==> src/rtl/seg7_pkg.sv <==
// Shared types and constants for the BCD seven-segment display controller.
package seg7_pkg;

  localparam int unsigned BIN_W      = 12;
  localparam int unsigned BCD_DIGITS = 4;
  localparam int unsigned BCD_W      = 4 * BCD_DIGITS;
  localparam int unsigned SR_W       = BIN_W + BCD_W;

  typedef enum logic [1:0] {
    StIdle,
    StConvert,
    StUpdate
  } state_e;

  localparam logic [6:0] SEG_BLANK = 7'h7F;

  // Active-low {g,f,e,d,c,b,a} patterns, index 0 is digit 0.
  localparam logic [9:0][6:0] SEG_PAT = {
    7'b0010000, // 9
    7'b0000000, // 8
    7'b1111000, // 7
    7'b0000010, // 6
    7'b0010010, // 5
    7'b0011001, // 4
    7'b0110000, // 3
    7'b0100100, // 2
    7'b1111001, // 1
    7'b1000000  // 0
  };

  function automatic logic [6:0] seg_lookup(logic [3:0] digit);
    return (digit <= 4'd9) ? SEG_PAT[digit] : SEG_BLANK;
  endfunction

endpackage

==> src/rtl/seg7_bcd_display_ctrl_if.sv <==
// Valid/ready value input plus conversion status/result of the display controller.
interface seg7_bcd_display_ctrl_if;
  import seg7_pkg::*;

  logic [BIN_W-1:0] bin_in;
  logic             bin_valid;
  logic             bin_ready;
  logic             busy;
  logic             done;
  logic [BCD_W-1:0] bcd_out;

  modport master (
    output bin_in,
    output bin_valid,
    input  bin_ready,
    input  busy,
    input  done,
    input  bcd_out
  );

  modport slave (
    input  bin_in,
    input  bin_valid,
    output bin_ready,
    output busy,
    output done,
    output bcd_out
  );

endinterface

==> src/rtl/bcd_dabble_seq.sv <==
// Iterative shift-add-3 binary-to-BCD datapath, one bit per cycle while run is high.
module bcd_dabble_seq
  import seg7_pkg::*;
(
  input  logic             clk,
  input  logic             rst,
  input  logic             start,
  input  logic             run,
  input  logic [BIN_W-1:0] bin,
  output logic [BCD_W-1:0] result,
  output logic             finish
);

  logic [SR_W-1:0] sr_q;
  logic [SR_W-1:0] adj;
  logic [3:0]      cnt_q;

  always_comb begin
    adj = sr_q;
    for (int i = 0; i < BCD_DIGITS; i++) begin
      if (sr_q[BIN_W + 4*i +: 4] >= 4'd5) begin
        adj[BIN_W + 4*i +: 4] = sr_q[BIN_W + 4*i +: 4] + 4'd3;
      end
    end
  end

  always_ff @(posedge clk) begin
    if (rst) begin
      sr_q  <= '0;
      cnt_q <= '0;
    end else if (start) begin
      sr_q  <= {{BCD_W{1'b0}}, bin};
      cnt_q <= '0;
    end else if (run) begin
      sr_q  <= adj << 1;
      cnt_q <= cnt_q + 4'd1;
    end
  end

  // High in the cycle that performs the last shift.
  assign finish = run && (cnt_q == 4'(BIN_W - 1));
  assign result = sr_q[SR_W-1 -: BCD_W];

endmodule

==> src/rtl/seg7_bcd_display_ctrl.sv <==
// Binary-to-BCD conversion FSM with a multiplexed 4-digit common-anode display.
// Optional SEG7_LZ_BLANK_EN: blank leading zeros in the upper three digits.
module seg7_bcd_display_ctrl
  import seg7_pkg::*;
#(
  parameter int unsigned REFRESH_DIV = 50000
) (
  input  logic                    clk,
  input  logic                    rst,
  seg7_bcd_display_ctrl_if.slave  bus,
  output logic [3:0]              an,
  output logic [6:0]              seg
);

  localparam int unsigned CntW = (REFRESH_DIV > 1) ? $clog2(REFRESH_DIV) : 1;
  localparam logic [CntW-1:0] CntMax = CntW'(REFRESH_DIV - 1);

  state_e           state_q;
  logic             done_q;
  logic [BCD_W-1:0] bcd_q;
  logic [BCD_W-1:0] disp_q;
  logic             start;
  logic             run;
  logic             finish;
  logic [BCD_W-1:0] result;

  assign start = (state_q == StIdle) && bus.bin_valid;
  assign run   = (state_q == StConvert);

  bcd_dabble_seq u_dabble (
    .clk    (clk),
    .rst    (rst),
    .start  (start),
    .run    (run),
    .bin    (bus.bin_in),
    .result (result),
    .finish (finish)
  );

  always_ff @(posedge clk) begin
    if (rst) begin
      state_q <= StIdle;
      done_q  <= 1'b0;
      bcd_q   <= '0;
      disp_q  <= '0;
    end else begin
      done_q <= 1'b0;
      case (state_q)
        StIdle:    if (bus.bin_valid) state_q <= StConvert;
        StConvert: if (finish) state_q <= StUpdate;
        StUpdate: begin
          bcd_q   <= result;
          disp_q  <= result;
          done_q  <= 1'b1;
          state_q <= StIdle;
        end
        default:   state_q <= StIdle;
      endcase
    end
  end

  assign bus.bin_ready = (state_q == StIdle);
  assign bus.busy      = (state_q != StIdle);
  assign bus.done      = done_q;
  assign bus.bcd_out   = bcd_q;

  // Display scan: free-running, never restarted by a new result.
  logic [CntW-1:0] refresh_q;
  logic [1:0]      idx_q;
  logic [3:0]      digit;
  logic [3:0]      an_d;
  logic [6:0]      seg_d;
  logic            blank;

  always_comb begin
    digit = disp_q[{idx_q, 2'b00} +: 4];
`ifdef SEG7_LZ_BLANK_EN
    case (idx_q)
      2'd3:    blank = (disp_q[15:12] == 4'd0);
      2'd2:    blank = (disp_q[15:8] == 8'd0);
      2'd1:    blank = (disp_q[15:4] == 12'd0);
      default: blank = 1'b0;
    endcase
`else
    blank = 1'b0;
`endif
    an_d  = blank ? 4'b1111 : ~(4'b0001 << idx_q);
    seg_d = blank ? SEG_BLANK : seg_lookup(digit);
  end

  always_ff @(posedge clk) begin
    if (rst) begin
      refresh_q <= '0;
      idx_q     <= 2'd0;
      an        <= 4'b1110;
      seg       <= SEG_PAT[0];
    end else begin
      if (refresh_q == CntMax) begin
        refresh_q <= '0;
        idx_q     <= idx_q + 2'd1;
      end else begin
        refresh_q <= refresh_q + 1'b1;
      end
      an  <= an_d;
      seg <= seg_d;
    end
  end

endmodule

==> src/flat_wrapper.sv <==
// flat-port wrapper written by rule: the top's interface ports become plain ports
module seg7_bcd_display_ctrl_flat import seg7_pkg::*;
#(
  parameter int unsigned REFRESH_DIV = 50000
)
  (clk, rst, an, seg, bus_bin_in, bus_bin_valid, bus_bin_ready, bus_busy, bus_done, bus_bcd_out);
  seg7_bcd_display_ctrl_if bus_i ();
  input  logic clk;
  input  logic rst;
  output logic [3:0] an;
  output logic [6:0] seg;
  input wire logic [$bits(bus_i.bin_in)-1:0] bus_bin_in;
  input wire logic [$bits(bus_i.bin_valid)-1:0] bus_bin_valid;
  output wire logic [$bits(bus_i.bin_ready)-1:0] bus_bin_ready;
  output wire logic [$bits(bus_i.busy)-1:0] bus_busy;
  output wire logic [$bits(bus_i.done)-1:0] bus_done;
  output wire logic [$bits(bus_i.bcd_out)-1:0] bus_bcd_out;
  assign bus_i.bin_in = bus_bin_in;
  assign bus_i.bin_valid = bus_bin_valid;
  assign bus_bin_ready = bus_i.bin_ready;
  assign bus_busy = bus_i.busy;
  assign bus_done = bus_i.done;
  assign bus_bcd_out = bus_i.bcd_out;
  seg7_bcd_display_ctrl #(.REFRESH_DIV(REFRESH_DIV)) u_core (.clk(clk), .rst(rst), .bus(bus_i), .an(an), .seg(seg));
endmodule
==> config.mk <==
export PLATFORM = sky130hd
export DESIGN_NAME = seg7_bcd_display_ctrl_flat
export DESIGN_NICKNAME = d
export VERILOG_FILES = /design/src/rtl/seg7_pkg.sv /design/src/rtl/seg7_bcd_display_ctrl_if.sv /design/src/rtl/bcd_dabble_seq.sv /design/src/rtl/seg7_bcd_display_ctrl.sv /design/src/flat_wrapper.sv
export SDC_FILE = /design/constraint.sdc
export NUM_CORES = 1
export LEC_CHECK = 0
export ABC_AREA = 0
export CORE_UTILIZATION = 45
export CTS_CLUSTER_DIAMETER = 60
export DETAILED_ROUTE_END_ITERATION = 10
export MAX_ROUTING_LAYER = met4
export PLACE_DENSITY = 0.74
export SLEW_MARGIN = 0
export SYNTH_ARGS = -nofsm -noshare
export SYNTH_HDL_FRONTEND = slang
export SYNTH_SLANG_ARGS = --single-unit
==> constraint.sdc <==
create_clock -name clk -period 2 [get_ports clk]
set_clock_uncertainty 0.1 [all_clocks]
set_input_delay 0.3 -clock clk [delete_from_list [all_inputs] [get_ports clk]]
set_output_delay 0.3 -clock clk [all_outputs]
set_load 0.03 [all_outputs]
## Yosys cells after proc, flatten, opt, wreduce, memory -nomap -nowiden

Memories as Yosys holds them, arrays and structs flattened.
Index checks and enable logic that the tools add are counted.

| cells by class | value |
|---|---|
| $add $sub $neg | 7 |
| $lt $le $gt $ge | 6 |
| equality and inequality tests | 6 |
| shift operators | 2 |
| mux-type cells | 12 |
| bitwise logic cells | 2 |
| reductions and logical operators | 9 |

Operators with widths:

| kind | count |
|---|---|
| 12-bit 2-to-1 mux | 2 |
| 16-bit by 1-bit adder with 16-bit output (second input constant) | 1 |
| 16-bit == test (second input constant) | 1 |
| 4-bit by 3-bit >= comparator with 1-bit output (second input constant) | 4 |
| 16-bit by 5-bit indexed part select with 4-bit output | 1 |
| 4-bit by 2-bit adder with 4-bit output (second input constant) | 3 |
| 4-bit 2-to-1 mux | 3 |
| 7-bit 2-to-1 mux | 1 |
| 6-bit 2-to-1 mux | 1 |
| 2-bit OR reduction | 3 |
| 4-bit by 5-bit less-than comparator with 1-bit output (second input constant) | 1 |
| 4-bit by 1-bit adder with 4-bit output (second input constant) | 1 |
| 4-bit == test (second input constant) | 1 |
| 4-bit less-or-equal comparator (second input constant) | 1 |
| 2-bit 2-to-1 mux | 2 |
| 4-bit NOT | 1 |
| 2-bit one-hot mux with 2 select lines | 1 |
| 2-bit nonzero test | 2 |
| 1-bit by 2-bit left shift with 4-bit output (first input constant) | 1 |
| 3-bit by 2-bit adder with 3-bit output (second input constant) | 1 |
| 3-bit 2-to-1 mux | 1 |
| 2-bit by 1-bit adder with 2-bit output (second input constant) | 1 |
| 2-bit by 1-bit == test with 1-bit output (second input constant) | 1 |
| 2-bit == test (second input constant) | 1 |
| other kinds (7) | 8 |

| storage, ports and cells | value |
|---|---|
| flip-flop bits (word level) | 80 |
| bits in read-only memories | 112 |
| input port bits | 15 |
| output and inout bits | 30 |
| logic and storage cells | 56 |
| memories | 1 |

Memory list:

| name | words | width | rd ports | clocked after Yosys merged registers in | wr ports | RTL line | RTL |
|---|---|---|---|---|---|---|---|
| (name not given) | 16 | 7 | 1 | 0 | 0 | seg7_pkg.sv:32 | `return (digit <= 4'd9) ? SEG_PAT[digit] : SEG_BLANK;` |

## Depth between registers and ports, before layout

Gate-level depths: netlist of run 1.

| logic depth | value |
|---|---|
| depth in word-level cells | 4 |
| gate-level depth with buffers | 7 |
| gate-level depth less buffers | 7 |

## By module

Synthesis of run 1 repeated with hierarchy kept, for this count alone.

| second synthesis, totals | value |
|---|---|
| cell total of the unflattened synthesis | 429 |
| area total of the unflattened synthesis | 3847.4 um2 |

By module, submodules not included:

| module | instances | cells each | area each (um2) | sequential area each (um2) |
|---|---|---|---|---|
| seg7_bcd_display_ctrl | 1 | 226 | 2040.7 | 960.9 |
| bcd_dabble_seq | 1 | 203 | 1806.7 | 640.6 |

## Worst setup path after synthesis of run 1

Ideal clock, no wire load.

| path | value |
|---|---|
| kind | register to register |
| start | register u_core.idx_q[0] |
| end | register u_core.seg[4] |
| library setup time | 0.091 ns |
| data arrival time | 1.761 ns |
| required time | 1.809 ns |
| slack | 0.048 ns |
| cell stages (with the launch flop) | 7 |
| buffers on the path | 1 |
| clock period less this slack | 1.952 ns |
| cells stage by stage | dfxtp_1 buf_6 mux4_2 ha_1 nor3_4 nor3_1 a311oi_1 |

| between the ends | value |
|---|---|
| word-level cells in the longest chain between the ends | 4 |
| elaborated cells on any way between the ends | 5 |
| classes of those cells | order compare: 1; shift: 1; mux: 2; memory: 1 |

Ends and longest elaborated chain:

| what | RTL line | RTL |
|---|---|---|
| from (decl) | seg7_bcd_display_ctrl.sv:69 | `logic [1:0] idx_q;` |
| from (signal assigned) | seg7_bcd_display_ctrl.sv:100 | `idx_q <= idx_q + 2'd1;` |
| 16-bit by 5-bit indexed part select with 4-bit output (*) | seg7_bcd_display_ctrl.sv:76 | `digit = disp_q[{idx_q, 2'b00} +: 4];` |
| memory 16 x 7 bit | n/a |  |
| 7-bit 2-to-1 mux (implied by the code) | seg7_pkg.sv:32 |  |
| 6-bit 2-to-1 mux (*) | seg7_pkg.sv:32 |  |
| to (signal assigned) | seg7_bcd_display_ctrl.sv:96 | `seg <= SEG_PAT[0];` |
| to (signal assigned) | seg7_bcd_display_ctrl.sv:105 | `seg <= seg_d;` |
| to (decl) | seg7_bcd_display_ctrl.sv:12 | `output logic [6:0] seg` |

Mark *: on every way between the ends. The rest lies on a longest branch, timed or not. The select of a mux whose other input is x is not followed.
A chain may end at the register's enable or synchronous reset.

## Final worst setup path of run 1

| path | value |
|---|---|
| start | register u_core.idx_q[0] |
| end | register u_core.seg[6] |

| between the ends | value |
|---|---|
| word-level cells in the longest chain between the ends | 4 |
| elaborated cells on any way between the ends | 6 |
| classes of those cells | order compare: 1; shift: 1; mux: 1; bitwise: 1; reduce/logical: 1; memory: 1 |

Ends and longest elaborated chain:

| what | RTL line |
|---|---|
| 16-bit by 5-bit indexed part select with 4-bit output (*) | seg7_bcd_display_ctrl.sv:76 |
| parallel branches: the longest is 3 deep, another holds memory 16 x 7 bit | n/a |

Every way passes the cells marked *. The select of a mux whose other input is x is not followed.

==> results of run 1 <==
==> logic make-up (layout without fill, tap and decap cells) <==
logic type               after synthesis  after routing  synth area share (%)
AND/OR/NAND/NOR                      165            165                  21.0
XOR/XNOR                              25             25                  6.19
multiplexers                           6              6                  3.12
adder cells (fa/ha/maj)               19             19                  6.73
AO/OA/AOI/OAI                         84             84                  12.9
flip-flops                            80             80                  45.3
buffers and inverters                 40             88                  4.78
==> cell type report <==
class,count,area (µm²)
clock buffers,11,151
clock inverters,3,42.5
fillers,658,3100
inverters,18,70.1
multi-input cells,299,1790
flip-flops and latches,80,1600
well taps,99,124
repair buffers,56,532
==> per-layer routing <==
metal / GRT usage (%) / vias to the layer above
met2: 30.4 / 34
met4: 6.72 / 0
li1: - / 1476
met1: 21.7 / 1331
met5: - / -
met3: 5.56 / 7
==> power groups by stage <==
stage	clock, mW	combinational, mW	sequential (mW)
after floorplan	0	0.112	1.67
after global placement	0	0.178	1.67
after detailed placement	0	0.181	1.67
after CTS	1.20	0.179	1.63
after global routing	1.26	0.197	1.64
final	1.17	0.177	1.63
==> state kept, by name, summed over array words and instances (netlist names) <==
register / count
u_core.idx_q: 2
u_core.state_q: 2
u_core.an: 4
u_core.refresh_q: 16
u_core.disp_q: 16
u_core.u_dabble.sr_q: 28
u_core.bus.done: 1
u_core.seg: 7
u_core.u_dabble.cnt_q: 4
==> worst reg2reg max path, delay by kind of cell (launching register included) <==
kind	cells	cell delay [ps]
multiplexers	1	590
flip-flops	1	390
AO/OA/AOI/OAI	2	300
adder cells (fa/ha/maj)	1	230
buffers and inverters	1	140
AND/OR/NAND/NOR	1	70
==> final timing paths <==
check | from | end | depth (start not counted) | slack, ps
setup / recovery | u_core.idx_q[0]$_SDFFE_PP0N_ | u_core.seg[6]$_SDFF_PP1_ | 6 | 90
hold / removal | u_core.u_dabble.sr_q[1]$_SDFFE_PP0P_ | u_core.u_dabble.sr_q[1]$_SDFFE_PP0P_ | 2 | 360
setup reg to reg | u_core.idx_q[0]$_SDFFE_PP0N_ | u_core.seg[6]$_SDFF_PP1_ | 6 | 90
hold reg to reg | u_core.u_dabble.sr_q[1]$_SDFFE_PP0P_ | u_core.u_dabble.sr_q[1]$_SDFFE_PP0P_ | 2 | 360
==> per-stage QoR <==
| stage | TNS (ps) | total power [mW] | instances | hold slack, ps | cell area, µm² |
|---|---|---|---|---|---|
| global route | -3.68 | 3.10 | 566 | 377 | 4310 |
| detailed placement | -17.0 | 1.85 | 552 | 347 | 4090 |
| global placement | 0 | 1.85 | 552 | 342 | 4090 |
| finish | 0 | 2.98 | 566 | 357 | 4310 |
| floorplan | 0 | 1.78 | 419 | 330 | 3530 |
| CTS | 0 | 3.02 | 566 | 357 | 4290 |
==> placed cells by master, fill, tap and decap left out, types with 2 or more instances in the layout <==
| cell type | instances |
|---|---|
| nor2_1 | 45 |
| mux4_2 | 4 |
| a22oi_1 | 11 |
| o21ai_0 | 14 |
| and2_1 | 4 |
| inv_1 | 16 |
| and3_1 | 3 |
| buf_4 | 12 |
| or2_2 | 2 |
| nand2b_1 | 10 |
| ha_1 | 17 |
| xor2_1 | 11 |
| xnor2_1 | 14 |
| a21oi_1 | 55 |
| clkbuf_8 | 11 |
| nand4_1 | 3 |
| mux2i_1 | 2 |
| nor3_1 | 9 |
| nor2b_1 | 2 |
| dfxtp_1 | 79 |
| nand3_1 | 10 |
| nand2_1 | 71 |
| clkdlybuf4s50_1 | 42 |
==> timing repair <==
action                                  in CTS  in global routing
pin swaps                                    0                  1
gates resized for setup                      2                  6
endpoints found under the setup margin       2                  5
hold buffers                                 0                  0
==> out/metrics.csv, run 1 <==
stage,metric,value,unit
status,status,completed,
setup_path,critical_path_required,2140,ps
pwr,p_leak,1.55,nW
drt,wl_met2,3.40,mm
global_routing,track_usage,18.6,%
clocking,cts_tree,built,
clocking,htreeDepth,3,
synthesis,synth_top_area_share,45.3,%
pwr,swShare,22.1,%
pwr,pwr-share-seq,54.8,%
final_layout,area.growth.synth_to_final,21.9,%
pwr,cellPowerDensity,692,nW/µm²
sta,setup-violations-final,0,
placement,routabilityCongestion,0.835,
flow_run,drv_cap,0,
pwr,p_int,2.32,mW
sta,period_needed,1910,ps
drt,drt_iter0_drc,136,
global_routing,grt_pass1_wl,11.9,mm
synthesis,syn_nets,453,
global_routing,grt-ovfl-total,0,
global_routing,grt_max_degree,31,
final_layout,nets,498,
pwr,ir_worst_vdd,0.000318,V
setup_path,worstPathArrival,2040,ps
die,ios,45,
synthesis,ys_seq_area_share,45.3,%
clocking,clockBufferDepth,2,
clocking,cts_buffers,9,
sta,worst_slew_pin_slew,627,ps
drt,top_layer_used,met4,
synthesis,yosysWarnings,0,
synthesis,ys_top_cells_by_count,"dfxtp_1 (80), nand2_1 (71), a21oi_1 (56), nor2_1 (45), ha_1 (19)",
setup_path,crit_chain,mux4_2 > inv_1 > ha_2 > nor3_4 > a211oi_1 > o21bai_1,
drt,num_vias,2848,
final_layout,finalCoreUtilization,58.1,%
drt,viasPerCell,5.03,
synthesis,synth_seq_cells,80,
global_routing,antenna_found_initial,0,
final_layout,drive_above_1_share,8.78,%
setup_path,cp_top_family,multiplexers,
placement,post-place-ws,-17.0,ps
drt,drt.antenna.violating_nets,0,
synthesis,yosysTopAreaCell,dfxtp_1,
synthesis,ys.flop_type,dfxtp_1,
pwr,pwr-share-clk,39.2,%
setup_path,critical_path.slowest_cell,mux4_2,
synthesis,synth.distinct_cells,32,
setup_path,cp_max_fo,4,
sta,post-route-period-util,95.4,%
placement,io_buffers,44,
sta,fmax,0.524,GHz
drt,routed_wl,6.97,mm
clocking,clk_pin_slew,70,ps
setup_path,crit_type,flip-flop to flip-flop,
drt,wl_met3,170,µm
synthesis,synth_area_leaders,"dfxtp_1 (45%), a21oi_1 (7.9%), nand2_1 (7.5%)",
drt,wire_per_inst,12.3,µm
sta,finalHoldViolations,0,
synthesis,avgSynthCellArea,8.44,µm²
synthesis,synth_enable_flop_cells,0,
sta,slew_headroom,58.2,%
setup_path,cp_num_buf_inv,1,
die,fp.dieH,90.6,µm
clocking,clock_sinks,80,
sta,drv_slew,0,
die,fp.dieW,90.6,µm
placement,place_hpwl,4.94,mm
clocking,clock-root-buffer,clkbuf_8,
synthesis,synth_area,3530,µm²
drt,dr.pass1.iters,5,
synthesis,synthArstFlopShare,0,%
die,fp-row-count,31,
global_routing,grt_pass1_vias,2679,
pwr,p_sw,0.659,mW
min_path,hold_class,flip-flop to flip-flop,
clocking,clk_latency,340,ps
die,floorplan.initialDensity,47.7,%
synthesis,synth_cells,419,
clocking,post_cts_buffers,0,
final_layout,diodes,0,
synthesis,synth.most_common_cell,dfxtp_1,
setup_path,cp-start-kind,flip-flop,
setup_path,cpPeakStageDelay,590,ps
drt,drc,0,
pwr,power_frac_comb,5.9,%
sta,worst_slack,91.2,ps
drt,met1_length,3.31,mm
die,die-area,8210,µm²
die,core_area,7410,µm²
setup_path,cp-end-kind,flip-flop,
Power figures use the tool's default switching activity.
==> inputs of run 2 (changes only) <==
Settings changed: ABC_AREA 0 to unset, CAP_MARGIN set to 20, PLACE_DENSITY 0.74 to 0.76.
==> run 2 against run 1 <==
Against the previous run: core utilization rose by 0.25 points; critical path type unchanged; setup slack better by 39 ps; register-to-register slack improved by 40 ps; worst hold slack better by 6.0 ps; via count up 1.3%; clock-buffer cell count unchanged; sequential cell count unchanged; final cell count is 0.53% higher.
==> out/metrics.csv, run 2 (synthesis results as in run 1) <==
stage,metric,value,unit,change
status,status,completed,,
sta,worst_slew_pin_slew,632,ps,+5.46 ps
drt,drc,0,,unchanged
clocking,clk_latency,340,ps,about the same
sta,post-route-period-util,93.5,%,-2.0 points
sta,period_needed,1870,ps,-39.1 ps
global_routing,antenna_found_initial,0,,unchanged
die,die-area,8210,µm²,unchanged
global_routing,grt_pass1_wl,12.5,mm,+4.7%
setup_path,worstPathArrival,2020,ps,-20 ps
final_layout,area.growth.synth_to_final,22.4,%,
setup_path,cp_num_buf_inv,0,,-1
sta,finalHoldViolations,0,,unchanged
global_routing,gr-usage-met2,33.8,%,+3.4 points
pwr,ir_worst_vdd,0.000514,V,+62%
setup_path,cp_num_cells,5,,-1
setup_path,reg2regPathDepth,5,,-1
setup_path,cp_max_fo,4,,unchanged
final_layout,mostFrequentLayoutCells,"dfxtp_1 (79), nand2_1 (71), a21oi_1 (56), nor2_1 (45), clkdlybuf4s50_1 (42)",,
sta,fin_hold_ws,363,ps,+6.00 ps
flow_run,drv_cap,0,,unchanged
pwr,cellPowerDensity,695,nW/µm²,+0.36%
clocking,post_cts_buffers,0,,unchanged
final_layout,final_common_cell,dfxtp_1,,
final_layout,nets,499,,+0.20%
drt,drt.antenna.violating_nets,0,,unchanged
setup_path,cp-startpoint,u_core.idx_q[0]$_SDFFE_PP0N_,,
pwr,p_leak,1.56,nW,+0.27%
setup_path,cp_top_family,multiplexers,,
die,fp.dieW,90.6,µm,unchanged
setup_path,rr_endpoint,u_core.seg[4]$_SDFF_PP0_,,
global_routing,use_met3,4.38,%,-1.2 points
final_layout,regMostFlops,u_core.u_dabble.sr_q,,
clocking,clock_sinks,80,,unchanged
sta,setup-violations-final,0,,unchanged
setup_path,crit_type,flip-flop to flip-flop,,
placement,io_buffers,44,,unchanged
setup_path,cpPeakStageDelay,580,ps,about the same
die,core_area,7410,µm²,unchanged
drt,drt_iter0_drc,148,,+8.8%
setup_path,critical_path.slowest_cell,mux4_2,,
clocking,cts_tree,built,,
setup_path,critPathCapture,u_core.seg[4]$_SDFF_PP0_,,
clocking,cts_buffers,9,,unchanged
setup_path,cp-end-kind,flip-flop,,
die,floorplan.initialDensity,47.7,%,unchanged
drt,num_vias,2886,,+1.3%
final_layout,largest_reg_flops,28,,unchanged
pwr,power_frac_comb,6.0,%,about the same
drt,routed_wl,7.04,mm,+0.93%
setup_path,r2r-start,u_core.idx_q[0]$_SDFFE_PP0N_,,
drt,wire_per_inst,12.4,µm,+0.40%
global_routing,grt-ovfl-total,0,,unchanged
sta,rsz0062_at_grt,false,,
min_path,hold_class,flip-flop to flip-flop,,
final_layout,drive_above_1_share,9.36,%,+0.58 points
sta,drv_slew,0,,unchanged
global_routing,busiest_layer,met2,,
clocking,htreeDepth,3,,unchanged
final_layout,fill_cells,677,,+2.9%
placement,routabilityCongestion,0.876,,+5.0%
pwr,pwr-share-clk,39.6,%,+0.4 points
placement,place_hpwl,5.13,mm,+3.8%
sta,slew_headroom,57.9,%,-0.36 points
global_routing,track_usage,19.3,%,+0.72 points
die,fp-row-count,31,,unchanged
sta,worst_slack,130,ps,+39.1 ps
final_layout,reg_top3,"u_core.u_dabble.sr_q (28), u_core.disp_q (16), u_core.refresh_q (16)",,
clocking,clk_pin_slew,70,ps,about the same
placement,post-place-ws,-26.7,ps,-9.75 ps
setup_path,cp-start-kind,flip-flop,,
global_routing,grt_pass1_vias,2856,,+6.6%
global_routing,grt_max_degree,23,,-26%
drt,viasPerCell,5.07,,+0.80%
clocking,clock-root-buffer,clkbuf_8,,
final_layout,diodes,0,,unchanged
pwr,p_int,2.33,mW,+0.49%
min_path,holdCritStartpoint,u_core.u_dabble.sr_q[1]$_SDFFE_PP0P_,,
setup_path,reg2reg_slack,130,ps,+40 ps
setup_path,crit_chain,mux4_2 > ha_4 > nor3_4 > nor3_1 > a311oi_1,,
die,fp.dieH,90.6,µm,unchanged
drt,dr.pass1.iters,4,,-1
pwr,pwr-share-seq,54.4,%,-0.4 points
die,ios,45,,unchanged
sta,fmax,0.535,GHz,+2.1%
pwr,p_sw,0.671,mW,+1.9%
global_routing,use_met1,21.0,%,-0.64 points
pwr,swShare,22.3,%,+0.24 points
setup_path,critical_path_required,2150,ps,about the same
clocking,clockBufferDepth,2,,unchanged
-- run 2: worst register-to-register path: stages (launching register included) --
cell and delay [ps]:
dfxtp_4 380, mux4_2 580, ha_4 210, nor3_4 210, nor3_1 70, a311oi_1 230
-- run 2: power by group through the flow --
stage	combinational [mW]	clock [mW]	sequential, mW
6_report	0.181	1.19	1.63
5_1_grt	0.201	1.29	1.64
4_1_cts	0.183	1.23	1.63
2_1_floorplan	0.112	0	1.67
3_5_place_dp	0.184	0	1.67
3_3_place_gp	0.180	0	1.67
-- run 2: metrics by stage --
stage / area, µm² / TNS (ps) / cells / total power, mW / utilization [%]
2_1_floorplan: 3530 / 0 / 419 / 1.78 / -
3_3_place_gp: 4100 / 0 / 553 / 1.85 / 55.3
3_5_place_dp: 4100 / -26.7 / 553 / 1.86 / 55.3
4_1_cts: 4310 / 0 / 569 / 3.05 / 58.1
5_1_grt: 4330 / 0 / 569 / 3.13 / 58.4
6_report: 4330 / 0 / 569 / 3.01 / 58.4
-- run 2: timing repair --
item | in CTS | in global routing
gates resized for setup | 2 | 7
setup endpoints to repair | 3 | 5
pin swaps | 0 | 0
hold buffers | 0 | 0
-- run 2: per-layer routing --
metal	up-vias	routed length, µm
met1	1347	3070
met4	0	119
met3	11	196
met2	43	3650
met5	-	0
li1	1485	-
-- run 2: final cells by class --
cell class	instances	area [µm²]	area share, %
clock buffers	11	151	3.50
clock inverters	5	55.1	1.27
inverters	18	70.1	1.62
multi-input cells	299	1780	41.2
flip-flops and latches	80	1610	37.1
well taps	99	124	2.86
repair buffers	57	539	12.5
-- run 2: how the worst min path moves through the flow --
stage / endpoint / slack [ps] / depth (start not counted)
after floorplan: u_core.refresh_q[0]$_SDFF_PP0_ / 330 / 1
after global placement: u_core.u_dabble.sr_q[12]$_SDFFE_PP0N_ / 340 / 2
after detailed placement: u_core.u_dabble.sr_q[4]$_SDFFE_PP0P_ / 350 / 2
after CTS: u_core.u_dabble.sr_q[1]$_SDFFE_PP0P_ / 360 / 2
after global routing: u_core.u_dabble.sr_q[1]$_SDFFE_PP0P_ / 390 / 2
final: u_core.u_dabble.sr_q[1]$_SDFFE_PP0P_ / 360 / 2
==> inputs of run 3 (changes only) <==
Settings changed: TNS_END_PERCENT set to 1.
==> run 3 against run 2 <==
Against the previous run: sequential share of layout area increased by 0.086 points; via count increased by 0.59%; largest power group unchanged; clock-buffer cell count unchanged; critical path depth unchanged; clock power about the same.
==> out/metrics.csv, run 3 (synthesis results as in run 1) <==
stage,metric,value,unit,change
die,die-area,8210,µm²,unchanged
setup_path,r2r-start,u_core.idx_q[0]$_SDFFE_PP0N_,,
setup_path,cp-startpoint,u_core.idx_q[0]$_SDFFE_PP0N_,,
final_layout,mostFrequentLayoutCells,"dfxtp_1 (79), nand2_1 (71), a21oi_1 (56), nor2_1 (45), clkdlybuf4s50_1 (42)",,
pwr,ir_worst_vdd,0.000515,V,+0.15%
pwr,p_leak,1.56,nW,-0.17%
sta,period_needed,1890,ps,+17.5 ps
final_layout,regMostFlops,u_core.u_dabble.sr_q,,
placement,place_inst,553,,unchanged
drt,drc,0,,unchanged
final_layout,nets,499,,unchanged
sta,drv_slew,0,,unchanged
global_routing,track_usage,19.3,%,unchanged
setup_path,cp-start-kind,flip-flop,,
placement,io_buffers,44,,unchanged
die,fp.dieW,90.6,µm,unchanged
clocking,post_cts_buffers,0,,unchanged
flow_run,drv_cap,0,,unchanged
sta,slew_headroom,58.5,%,+0.68 points
sta,fmax,0.530,GHz,-0.93%
global_routing,grt_max_degree,23,,unchanged
setup_path,reg2reg_slack,110,ps,-20 ps
setup_path,critPathCapture,u_core.seg[4]$_SDFF_PP0_,,
status,status,completed,,
sta,finalHoldViolations,0,,unchanged
setup_path,critical_path_required,2150,ps,about the same
min_path,hold_class,flip-flop to flip-flop,,
drt,dr.pass1.iters,4,,unchanged
final_layout,fill_cells,680,,+0.44%
setup_path,rr_endpoint,u_core.seg[4]$_SDFF_PP0_,,
clocking,cts_tree,built,,
setup_path,critical_path.slowest_cell,mux4_2,,
global_routing,grt_pass1_wl,12.5,mm,unchanged
setup_path,crit_type,flip-flop to flip-flop,,
drt,num_vias,2903,,+0.59%
setup_path,worstPathArrival,2040,ps,+20 ps
setup_path,crit_chain,mux4_2 > ha_2 > nor3_4 > nor3_1 > a311oi_1,,
sta,rsz0062_at_grt,false,,
drt,wire_per_inst,12.4,µm,+0.20%
final_layout,drive_above_1_share,8.94,%,-0.43 points
clocking,htreeDepth,3,,unchanged
placement,routabilityCongestion,0.876,,unchanged
final_layout,largest_reg_flops,28,,unchanged
setup_path,cp-end-kind,flip-flop,,
die,ios,45,,unchanged
clocking,clk_latency,340,ps,about the same
clocking,clk_pin_slew,80,ps,about the same
drt,viasPerCell,5.10,,+0.59%
clocking,clock-root-buffer,clkbuf_8,,
placement,place_hpwl,5.13,mm,unchanged
clocking,cts_buffers,9,,unchanged
setup_path,cp_num_buf_inv,0,,unchanged
final_layout,reg_top3,"u_core.u_dabble.sr_q (28), u_core.disp_q (16), u_core.refresh_q (16)",,
sta,post-route-period-util,94.4,%,+0.87 points
setup_path,cp_top_family,multiplexers,,
setup_path,cpPeakStageDelay,550,ps,-30 ps
global_routing,grt-ovfl-total,0,,unchanged
final_layout,final_cells,569,,unchanged
final_layout,diodes,0,,unchanged
setup_path,reg2regPathDepth,5,,unchanged
die,floorplan.initialDensity,47.7,%,unchanged
final_layout,area.growth.synth_to_final,22.1,%,
setup_path,cp_num_cells,5,,unchanged
pwr,cellPowerDensity,696,nW/µm²,+0.26%
clocking,clockBufferDepth,2,,unchanged
final_layout,finalCoreUtilization,58.3,%,-0.14 points
setup_path,cp_max_fo,4,,unchanged
sta,worst_slew_pin_slew,622,ps,-10.1 ps
global_routing,antenna_found_initial,0,,unchanged
sta,setup-violations-final,0,,unchanged
drt,routed_wl,7.05,mm,+0.20%
global_routing,grt_pass1_vias,2856,,unchanged
sta,final.setup.tns,0,ps,unchanged
clocking,clock_sinks,80,,unchanged
clocking,ctsHoldBuffers,0,,unchanged
die,fp-row-count,31,,unchanged
drt,drt.antenna.violating_nets,0,,unchanged
die,core_area,7410,µm²,unchanged
die,fp.dieH,90.6,µm,unchanged
final_layout,final_common_cell,dfxtp_1,,
drt,drt_iter0_drc,160,,+8.1%
==> run 3: worst reg2reg max path: stages (launching register included) <==
cell and delay, ps:
dfxtp_4 380, mux4_2 550, ha_2 250, nor3_4 220
nor3_1 70, a311oi_1 230
==> run 3: routing by layer <==
layer  vias to the layer above  GRT usage, %  share of wire [%]
li1                       1481             -                  -
met1                      1361          21.0                 43
met2                        50          33.8                 52
met3                        11          4.38                3.3
met4                         0          8.20                1.7
met5                         -             -                  0
==> run 3: metrics by stage <==
step | setup slack [ps] | area [µm²] | hold slack [ps] | total power [mW]
after floorplan | 48.1 | 3530 | 330 | 1.78
after global placement | 18.5 | 4100 | 340 | 1.85
after detailed placement | -26.7 | 4100 | 348 | 1.86
after CTS | 16.9 | 4310 | 360 | 3.05
after global routing | 5.85 | 4320 | 388 | 3.13
final | 113 | 4320 | 363 | 3.01
==> run 3: how the worst min path moves through the flow <==
stage	to	slack [ps]	cells past startpoint	startpoint
floorplan	u_core.refresh_q[0]$_SDFF_PP0_	330	1	u_core.refresh_q[0]$_SDFF_PP0_
global placement	u_core.u_dabble.sr_q[12]$_SDFFE_PP0N_	340	2	u_core.u_dabble.sr_q[11]$_SDFFE_PP0P_
detailed placement	u_core.u_dabble.sr_q[4]$_SDFFE_PP0P_	350	2	u_core.u_dabble.sr_q[4]$_SDFFE_PP0P_
CTS	u_core.u_dabble.sr_q[1]$_SDFFE_PP0P_	360	2	u_core.u_dabble.sr_q[1]$_SDFFE_PP0P_
global route	u_core.u_dabble.sr_q[1]$_SDFFE_PP0P_	390	2	u_core.u_dabble.sr_q[1]$_SDFFE_PP0P_
finish	u_core.u_dabble.sr_q[1]$_SDFFE_PP0P_	360	2	u_core.u_dabble.sr_q[1]$_SDFFE_PP0P_
==> run 3: final cells by class <==
| type | count | area, µm² | share of cell area [%] |
|---|---|---|---|
| Clock buffer | 11 | 151 | 3.51 |
| Multi-Input combinational cell | 299 | 1770 | 41.0 |
| Timing Repair Buffer | 57 | 539 | 12.5 |
| Inverter | 18 | 70.1 | 1.62 |
| Tap cell | 99 | 124 | 2.87 |
| Sequential cell | 80 | 1610 | 37.2 |
| Clock inverter | 5 | 55.1 | 1.28 |
==> run 3: what timing repair did <==
action | CTS | global route
resized for setup | 2 | 4
setup endpoints to repair | 3 | 5
hold endpoints to repair | 0 | 0
cloned | 0 | 0
==> run 3: report_power, final <==
group	switching (mW)	internal (mW)	leakage [nW]
clock network	0.552	0.640	0.101
registers	0.0175	1.62	0.648
logic	0.103	0.0782	0.807
total	0.672	2.33	1.56
